<file path="src/rtl/gin_scatter_if.sv">
// Bus bundle for the GIN scatter controller: buffer-side push ports, PE-array
// broadcast/strobe/ready, ID scan chain and drop counter.
interface gin_scatter_if #(
  parameter int unsigned DATA_WIDTH    = 64,
  parameter int unsigned ROW_TAG_WIDTH = 4,
  parameter int unsigned COL_TAG_WIDTH = 4,
  parameter int unsigned NUM_OF_ROWS   = 12,
  parameter int unsigned NUM_OF_COLS   = 14
);

  logic [DATA_WIDTH-1:0]                      data_in;
  logic                                       data_wr_en;
  logic                                       data_full;
  logic [ROW_TAG_WIDTH-1:0]                   row_tag;
  logic [COL_TAG_WIDTH-1:0]                   col_tag;
  logic                                       tags_wr_en;
  logic                                       tags_full;
  logic [DATA_WIDTH-1:0]                      data_out;
  logic [0:NUM_OF_COLS-1][0:NUM_OF_ROWS-1]    enable_out;
  logic [0:NUM_OF_COLS-1][0:NUM_OF_ROWS-1]    ready_in;
  logic                                       scan_en_id;
  logic                                       scan_in_id;
  logic                                       scan_out_id;
  logic [15:0]                                dropped_count;

  modport slave (
    input  data_in, data_wr_en, row_tag, col_tag, tags_wr_en, ready_in,
           scan_en_id, scan_in_id,
    output data_full, tags_full, data_out, enable_out, scan_out_id,
           dropped_count
  );

  modport master (
    output data_in, data_wr_en, row_tag, col_tag, tags_wr_en, ready_in,
           scan_en_id, scan_in_id,
    input  data_full, tags_full, data_out, enable_out, scan_out_id,
           dropped_count
  );

endinterface

</file>
<file path="src/rtl/gin_scatter.sv">
// Global input network scatter: buffers tagged words and multicasts each to
// every PE whose scanned-in row/col ID matches, once all targets are ready.
module gin_scatter #(
  parameter int unsigned DATA_WIDTH          = 64,
  parameter int unsigned ROW_TAG_WIDTH       = 4,
  parameter int unsigned COL_TAG_WIDTH       = 4,
  parameter int unsigned NUM_OF_ROWS         = 12,
  parameter int unsigned NUM_OF_COLS         = 14,
  parameter int unsigned GIN_DATA_FIFO_DEPTH = 16,
  parameter int unsigned GIN_TAGS_FIFO_DEPTH = 16
) (
  input  logic            clk,
  input  logic            reset,
  gin_scatter_if.slave    bus
);

  localparam int unsigned RW  = ROW_TAG_WIDTH;
  localparam int unsigned CW  = COL_TAG_WIDTH;
  localparam int unsigned R   = NUM_OF_ROWS;
  localparam int unsigned C   = NUM_OF_COLS;
  localparam int unsigned TW  = RW + CW;
  localparam int unsigned L   = R*RW + R*C*CW;
  localparam int unsigned DAW = $clog2(GIN_DATA_FIFO_DEPTH);
  localparam int unsigned TAW = $clog2(GIN_TAGS_FIFO_DEPTH);
  localparam logic [DAW:0] D_DEPTH = (DAW+1)'(GIN_DATA_FIFO_DEPTH);
  localparam logic [TAW:0] T_DEPTH = (TAW+1)'(GIN_TAGS_FIFO_DEPTH);

  typedef logic [0:C-1][0:R-1] mask_t;
  typedef enum logic [1:0] {S_IDLE, S_MATCH, S_WAIT} state_e;

  state_e                 state_q, state_d;
  logic [DATA_WIDTH-1:0]  dmem [GIN_DATA_FIFO_DEPTH];
  logic [TW-1:0]          tmem [GIN_TAGS_FIFO_DEPTH];
  logic [DAW-1:0]         dwr_q, dwr_d, drd_q, drd_d;
  logic [DAW:0]           dcnt_q, dcnt_d;
  logic                   dfull_q, dfull_d;
  logic [TAW-1:0]         twr_q, twr_d, trd_q, trd_d;
  logic [TAW:0]           tcnt_q, tcnt_d;
  logic                   tfull_q, tfull_d;
  logic [DATA_WIDTH-1:0]  hold_q, hold_d;
  logic [RW-1:0]          row_h_q, row_h_d;
  logic [CW-1:0]          col_h_q, col_h_d;
  mask_t                  mask_q, mask_d;
  logic [DATA_WIDTH-1:0]  data_out_q, data_out_d;
  mask_t                  enable_q, enable_d;
  logic [15:0]            dropped_q, dropped_d;
  logic [L-1:0]           chain_q, chain_d;

  logic                   d_push, t_push, pop;
  mask_t                  match_c;
  logic                   all_ready_c;

  assign d_push = bus.data_wr_en && !dfull_q;
  assign t_push = bus.tags_wr_en && !tfull_q;

  // Per-PE tag compare against the scanned-in IDs
  for (genvar r = 0; r < R; r++) begin : g_row
    for (genvar c = 0; c < C; c++) begin : g_col
      assign match_c[c][r] = (chain_q[r*RW +: RW] == row_h_q) &&
                             (chain_q[R*RW + (r*C+c)*CW +: CW] == col_h_q);
    end
  end

  // Non-target PEs are forced ready so only targets gate the send
  assign all_ready_c = &(~mask_q | bus.ready_in);

  always_comb begin
    state_d    = state_q;
    pop        = 1'b0;
    hold_d     = hold_q;
    row_h_d    = row_h_q;
    col_h_d    = col_h_q;
    mask_d     = mask_q;
    data_out_d = data_out_q;
    enable_d   = '0;
    dropped_d  = dropped_q;
    chain_d    = bus.scan_en_id ? {chain_q[L-2:0], bus.scan_in_id} : chain_q;

    unique case (state_q)
      S_IDLE: begin
        if ((dcnt_q != '0) && (tcnt_q != '0) && !bus.scan_en_id) begin
          pop                = 1'b1;
          hold_d             = dmem[drd_q];
          {col_h_d, row_h_d} = tmem[trd_q];
          state_d            = S_MATCH;
        end
      end
      S_MATCH: begin
        mask_d = match_c;
        if (match_c == '0) begin
          if (dropped_q != 16'hFFFF) dropped_d = dropped_q + 16'd1;
          state_d = S_IDLE;
        end else begin
          state_d = S_WAIT;
        end
      end
      S_WAIT: begin
        if (all_ready_c) begin
          data_out_d = hold_q;
          enable_d   = mask_q;
          state_d    = S_IDLE;
        end
      end
      default: state_d = S_IDLE;
    endcase

    dwr_d   = dwr_q + DAW'(d_push);
    drd_d   = drd_q + DAW'(pop);
    dcnt_d  = dcnt_q + (DAW+1)'(d_push) - (DAW+1)'(pop);
    dfull_d = (dcnt_d == D_DEPTH);
    twr_d   = twr_q + TAW'(t_push);
    trd_d   = trd_q + TAW'(pop);
    tcnt_d  = tcnt_q + (TAW+1)'(t_push) - (TAW+1)'(pop);
    tfull_d = (tcnt_d == T_DEPTH);
  end

  always_ff @(posedge clk or negedge reset) begin
    if (!reset) begin
      state_q    <= S_IDLE;
      dwr_q      <= '0;
      drd_q      <= '0;
      dcnt_q     <= '0;
      dfull_q    <= 1'b0;
      twr_q      <= '0;
      trd_q      <= '0;
      tcnt_q     <= '0;
      tfull_q    <= 1'b0;
      hold_q     <= '0;
      row_h_q    <= '0;
      col_h_q    <= '0;
      mask_q     <= '0;
      data_out_q <= '0;
      enable_q   <= '0;
      dropped_q  <= '0;
      chain_q    <= '0;
    end else begin
      state_q    <= state_d;
      dwr_q      <= dwr_d;
      drd_q      <= drd_d;
      dcnt_q     <= dcnt_d;
      dfull_q    <= dfull_d;
      twr_q      <= twr_d;
      trd_q      <= trd_d;
      tcnt_q     <= tcnt_d;
      tfull_q    <= tfull_d;
      hold_q     <= hold_d;
      row_h_q    <= row_h_d;
      col_h_q    <= col_h_d;
      mask_q     <= mask_d;
      data_out_q <= data_out_d;
      enable_q   <= enable_d;
      dropped_q  <= dropped_d;
      chain_q    <= chain_d;
    end
  end

  // FIFO storage needs no reset; validity is tracked by the counters
  always_ff @(posedge clk) begin
    if (d_push) dmem[dwr_q] <= bus.data_in;
    if (t_push) tmem[twr_q] <= {bus.col_tag, bus.row_tag};
  end

  assign bus.data_full     = dfull_q;
  assign bus.tags_full     = tfull_q;
  assign bus.data_out      = data_out_q;
  assign bus.enable_out    = enable_q;
  assign bus.scan_out_id   = chain_q[L-1];
  assign bus.dropped_count = dropped_q;

endmodule

</file>
<file path="src/flat_wrapper.sv">
// flat-port wrapper written by rule: the top's interface ports become plain ports
module gin_scatter_flat 
#(
  parameter int unsigned DATA_WIDTH          = 64,
  parameter int unsigned ROW_TAG_WIDTH       = 4,
  parameter int unsigned COL_TAG_WIDTH       = 4,
  parameter int unsigned NUM_OF_ROWS         = 12,
  parameter int unsigned NUM_OF_COLS         = 14,
  parameter int unsigned GIN_DATA_FIFO_DEPTH = 16,
  parameter int unsigned GIN_TAGS_FIFO_DEPTH = 16
)
  (clk, reset, bus_data_in, bus_data_wr_en, bus_row_tag, bus_col_tag, bus_tags_wr_en, bus_ready_in, bus_scan_en_id, bus_scan_in_id, bus_data_full, bus_tags_full, bus_data_out, bus_enable_out, bus_scan_out_id, bus_dropped_count);
  gin_scatter_if #(.DATA_WIDTH(DATA_WIDTH), .ROW_TAG_WIDTH(ROW_TAG_WIDTH), .COL_TAG_WIDTH(COL_TAG_WIDTH), .NUM_OF_ROWS(NUM_OF_ROWS), .NUM_OF_COLS(NUM_OF_COLS)) bus_i ();
  input  logic clk;
  input  logic reset;
  input wire logic [$bits(bus_i.data_in)-1:0] bus_data_in;
  input wire logic [$bits(bus_i.data_wr_en)-1:0] bus_data_wr_en;
  input wire logic [$bits(bus_i.row_tag)-1:0] bus_row_tag;
  input wire logic [$bits(bus_i.col_tag)-1:0] bus_col_tag;
  input wire logic [$bits(bus_i.tags_wr_en)-1:0] bus_tags_wr_en;
  input wire logic [$bits(bus_i.ready_in)-1:0] bus_ready_in;
  input wire logic [$bits(bus_i.scan_en_id)-1:0] bus_scan_en_id;
  input wire logic [$bits(bus_i.scan_in_id)-1:0] bus_scan_in_id;
  output wire logic [$bits(bus_i.data_full)-1:0] bus_data_full;
  output wire logic [$bits(bus_i.tags_full)-1:0] bus_tags_full;
  output wire logic [$bits(bus_i.data_out)-1:0] bus_data_out;
  output wire logic [$bits(bus_i.enable_out)-1:0] bus_enable_out;
  output wire logic [$bits(bus_i.scan_out_id)-1:0] bus_scan_out_id;
  output wire logic [$bits(bus_i.dropped_count)-1:0] bus_dropped_count;
  assign bus_i.data_in = bus_data_in;
  assign bus_i.data_wr_en = bus_data_wr_en;
  assign bus_i.row_tag = bus_row_tag;
  assign bus_i.col_tag = bus_col_tag;
  assign bus_i.tags_wr_en = bus_tags_wr_en;
  assign bus_i.ready_in = bus_ready_in;
  assign bus_i.scan_en_id = bus_scan_en_id;
  assign bus_i.scan_in_id = bus_scan_in_id;
  assign bus_data_full = bus_i.data_full;
  assign bus_tags_full = bus_i.tags_full;
  assign bus_data_out = bus_i.data_out;
  assign bus_enable_out = bus_i.enable_out;
  assign bus_scan_out_id = bus_i.scan_out_id;
  assign bus_dropped_count = bus_i.dropped_count;
  gin_scatter #(.DATA_WIDTH(DATA_WIDTH), .ROW_TAG_WIDTH(ROW_TAG_WIDTH), .COL_TAG_WIDTH(COL_TAG_WIDTH), .NUM_OF_ROWS(NUM_OF_ROWS), .NUM_OF_COLS(NUM_OF_COLS), .GIN_DATA_FIFO_DEPTH(GIN_DATA_FIFO_DEPTH), .GIN_TAGS_FIFO_DEPTH(GIN_TAGS_FIFO_DEPTH)) u_core (.clk(clk), .reset(reset), .bus(bus_i));
endmodule
</file>
<file path="config.mk">
export PLATFORM = sky130hd
export DESIGN_NAME = gin_scatter_flat
export DESIGN_NICKNAME = d
export VERILOG_FILES = /design/src/rtl/gin_scatter_if.sv /design/src/rtl/gin_scatter.sv /design/src/flat_wrapper.sv
export SDC_FILE = /design/constraint.sdc
export NUM_CORES = 2
export LEC_CHECK = 0
export CAP_MARGIN = 20
export CELL_PAD_IN_SITES_DETAIL_PLACEMENT = 0
export CELL_PAD_IN_SITES_GLOBAL_PLACEMENT = 1
export CORE_MARGIN = 10
export CORE_UTILIZATION = 50
export DETAILED_ROUTE_END_ITERATION = 12
export GPL_ROUTABILITY_DRIVEN = 0
export PLACE_DENSITY = 0.82
export SLEW_MARGIN = 20
export SYNTH_ARGS = -nofsm -noshare
export SYNTH_HDL_FRONTEND = slang
export SYNTH_SLANG_ARGS = --single-unit
</file>
<file path="constraint.sdc">
create_clock -name clk -period 15.5 [get_ports clk]
set_clock_uncertainty 0.2 [all_clocks]
set_input_delay 2.325 -clock clk [delete_from_list [all_inputs] [get_ports clk]]
set_output_delay 2.325 -clock clk [all_outputs]
set_load 0.02 [all_outputs]
</file>
==> results_dict.tcl <==
set metrics [dict create \
    routed_wl_um 265000 \
    max_freq_mhz 150 \
    endpoint_kind "register" \
    setup_viol 0 \
    p_seq_share_pct 39.9 \
    highest_layer "met5" \
    synth_edf_count 1152 \
    antenna_left 0 \
    grt_pass1_wl_um 389000 \
    fin_tns_setup_ns 0 \
    synth_area_per_cell_sq_um 15.2 \
    ys_ff_latch 2390 \
    rsz0062_at_grt "false" \
    path_buf_inv 3 \
    min_path_type "register to register" \
    synth_warnings 0 \
    rows 163 \
    wl_met1_um 113000 \
    place_ws_ns 8.13 \
    clk_path_buf_depth 3 \
    start_util_pct 50.3 \
    holdWs_ns 0.279 \
    combPwrFrac_pct 30.9 \
    grt_max_degree 167 \
    netlist-cell-type-count 49 \
    via_per_inst 5.83 \
    drt_iter0_markers 5514 \
    status "completed" \
    p_per_area_mw_per_mm2 175 \
    finalCriticalPeriod_ns 6.65 \
    fp.dieH_um 466 \
    synth-seq-area-share_pct 66.1 \
    peakVddDrop_uv 187 \
    cts_buffers 232 \
    swShare_pct 35.4 \
    syn_nets 6812 \
    ctsResizeCount 0 \
    synth-main-ff-cell "dfrtp_1" \
    cp_top_family "simple AND/OR/NAND/NOR gates" \
    postCtsHoldBufs 0 \
    antenna_found_initial 31 \
    cts_setup_buffers 0 \
    io_buffer_count 496 \
    die_area_sq_mm 0.217 \
    post-route-period-util_pct 42.9 \
    timing.final.max_slew_violations 0 \
    cp_slowest_cell "nor4_1" \
    nFillCells 15258 \
    tightest_slew_ns 1.29 \
    leakagePower_nw 44.7 \
    crit_chain "clkdlybuf4s50_1, o22ai_1, nor4_1, nand4_1, or4_1, nor4_4, buf_4, buf_4, mux2_1" \
    path_class "primary input to register" \
    root_buffer "clkbuf_16" \
    cts_tree "built" \
    layout_common_cells "dfrtp_1 (1229), edfxtp_1 (1152), mux2_2 (828)" \
    netlist_instances 6543 \
    power.switching_mw 7.11 \
    core_area_sq_mm 0.197 \
    layout-drive-gt1-share_pct 21.0 \
    max_cap_viol_count 0 \
    crit_path_max_fanout 47 \
    cts_sinks 2390 \
    power_frac_clock_pct 29.2 \
    place_hpwl_um 172000 \
    dieWidth_um 466 \
    route.detailed.drc 0 \
    vias 57352 \
    wire_per_inst_um 27.0 \
    crit_top_cell "buf_4" \
    slowest_delay_ns 0.73 \
    met3_length_um 19700 \
    clkTransAtPathRegs_ns 0.06 \
    cp.required_ns 16.05 \
    nNetsFinal 7250 \
    area_growth_syn_to_layout_pct 15.9 \
    finalPower_mw 20.1 \
    final-seq-area_sq_mm 0.0656 \
    async_reset_ff_share_pct 51.8 \
    cts_max_level 4 \
    met2WireLength_um 119000 \
    multi_input_area_sq_mm 0.0314 \
    cp-start-kind "primary input" \
    hold_viol_final 0 \
    worst_slack_ns 8.85 \
    intPower_mw 13.0 \
    synthesis.area_sq_mm 0.0992 \
    dr.pass1.iters 5 \
    final_common_cell "dfrtp_1" \
    fin_util_pct 58.2 \
    maxSlewHeadroom_pct 13.4 \
    crit_arrival_ns 7.20 \
    grt_pass1_vias 57647 \
    grtUsageTotal_pct 23.9 \
    grt_overflow 0 \
    clk-insertion-delay-late_ns 0.89 \
    ios 497 \
]
## worst register-to-register path: stages, from the launching register on
cell	delay, ns
dfrtp_4	0.74
buf_4	0.67
buf_4	0.74
buf_4	0.79
xnor2_1	0.20
nand4_1	0.21
o22ai_1	0.13
nor4_1	0.79
nand4_1	0.27
nor4_4	0.91
nand3_1	0.28
mux2_1	0.38
## layout make-up
type,count,area share [%]
Sequential cell,2390,57.1
Multi-Input combinational cell,3582,27.3
Clock buffer,323,5.81
Timing Repair Buffer,595,5.08
Tap cell,2640,2.87
Clock inverter,119,1.26
Inverter,180,0.588
Antenna cell,13,0.0283
## layer usage
metal | vias to the layer above | track usage, %
met3 | 513 | 4.99
met1 | 29617 | 33.3
met5 | - | 0
met4 | 22 | 11.1
li1 | 25034 | -
met2 | 2166 | 36.2
## worst paths after layout
path	start	to	slack [ns]	depth (start not counted)
worst min-delay path	u_core.hold_q[27]	u_core.hold_q[27]	0.28	2
max in group asynchronous	reset	u_core.bus.enable_out[162]	10.79	4
worst max register to register	u_core.col_h_q[2]	u_core.bus.dropped_count[1]	9.07	11
min in group asynchronous	reset	u_core.bus.data_out[49]	1.20	1
worst min register to register	u_core.hold_q[27]	u_core.hold_q[27]	0.28	2
worst max-delay path	bus_ready_in[0]	u_core.bus.data_out[51]	8.85	9
## cells by family (layout without fill, tap and decap cells)
family	after synthesis	count (layout)	share of synthesized area [%]
compound gates	696	696	4.74
xor+xnor	750	750	6.62
fa+ha+maj	23	23	0.305
buf+inv	571	1217	2.48
flops	2390	2390	66.1
mux	1217	1217	15.2
other cells	0	13	0
simple gates	896	896	4.62
## sequential cells by signal, indices dropped and copies added (netlist names), 5 cells and up
register                  count
u_core.dmem                1024
u_core.chain_q              720
u_core.bus.enable_out       168
u_core.mask_q               168
u_core.tmem                 128
u_core.bus.data_out          64
u_core.hold_q                64
u_core.bus.dropped_count     16
u_core.dcnt_q                 5
u_core.tcnt_q                 5
## per-stage QoR
stage	area, sq um	instances
floorplan	99200	6543
CTS	115000	9827
global placement	107000	9385
global route	115000	9836
finish	115000	9842
detailed placement	107000	9385
## Yosys cell counts (all sizes together), types with 3 or more instances
| library cell | number | area (sq um) |
|---|---|---|
| a21oi | 95 | 475 |
| a221oi | 6 | 52.6 |
| a41oi | 4 | 35.0 |
| and2 | 172 | 1080 |
| and3 | 7 | 43.8 |
| buf | 150 | 861 |
| clkbuf | 241 | 925 |
| dfrtp | 1238 | 31000 |
| edfxtp | 1152 | 34600 |
| ha | 21 | 263 |
| inv | 180 | 676 |
| mux2 | 849 | 9560 |
| mux2i | 224 | 2240 |
| mux4 | 144 | 3240 |
| nand2 | 395 | 1480 |
| nand2b | 10 | 62.6 |
| nand3 | 16 | 80.1 |
| nand3b | 4 | 30.0 |
| nand4 | 194 | 1230 |
| nor2 | 29 | 109 |
| nor2b | 7 | 43.8 |
| nor3 | 17 | 85.1 |
| nor4 | 36 | 262 |
| o21ai | 138 | 691 |
| o21bai | 3 | 22.5 |
| o221ai | 157 | 1380 |
| o22ai | 120 | 751 |
| o31ai | 166 | 1250 |
| or4 | 3 | 22.5 |
| xnor2 | 735 | 6440 |
| xor2 | 15 | 131 |
## power by group through the flow
stage          Sequential (mW)  Combinational (mW)  Clock, mW
3_3_place_gp              8.12                6.07          0
4_1_cts                   8.02                6.17       5.97
6_report                  8.03                6.21       5.87
5_1_grt                   8.08                6.62       6.24
3_5_place_dp              8.14                6.15          0
2_1_floorplan             7.74                4.17          0
Note: power is estimated with default switching activity, not from simulation.
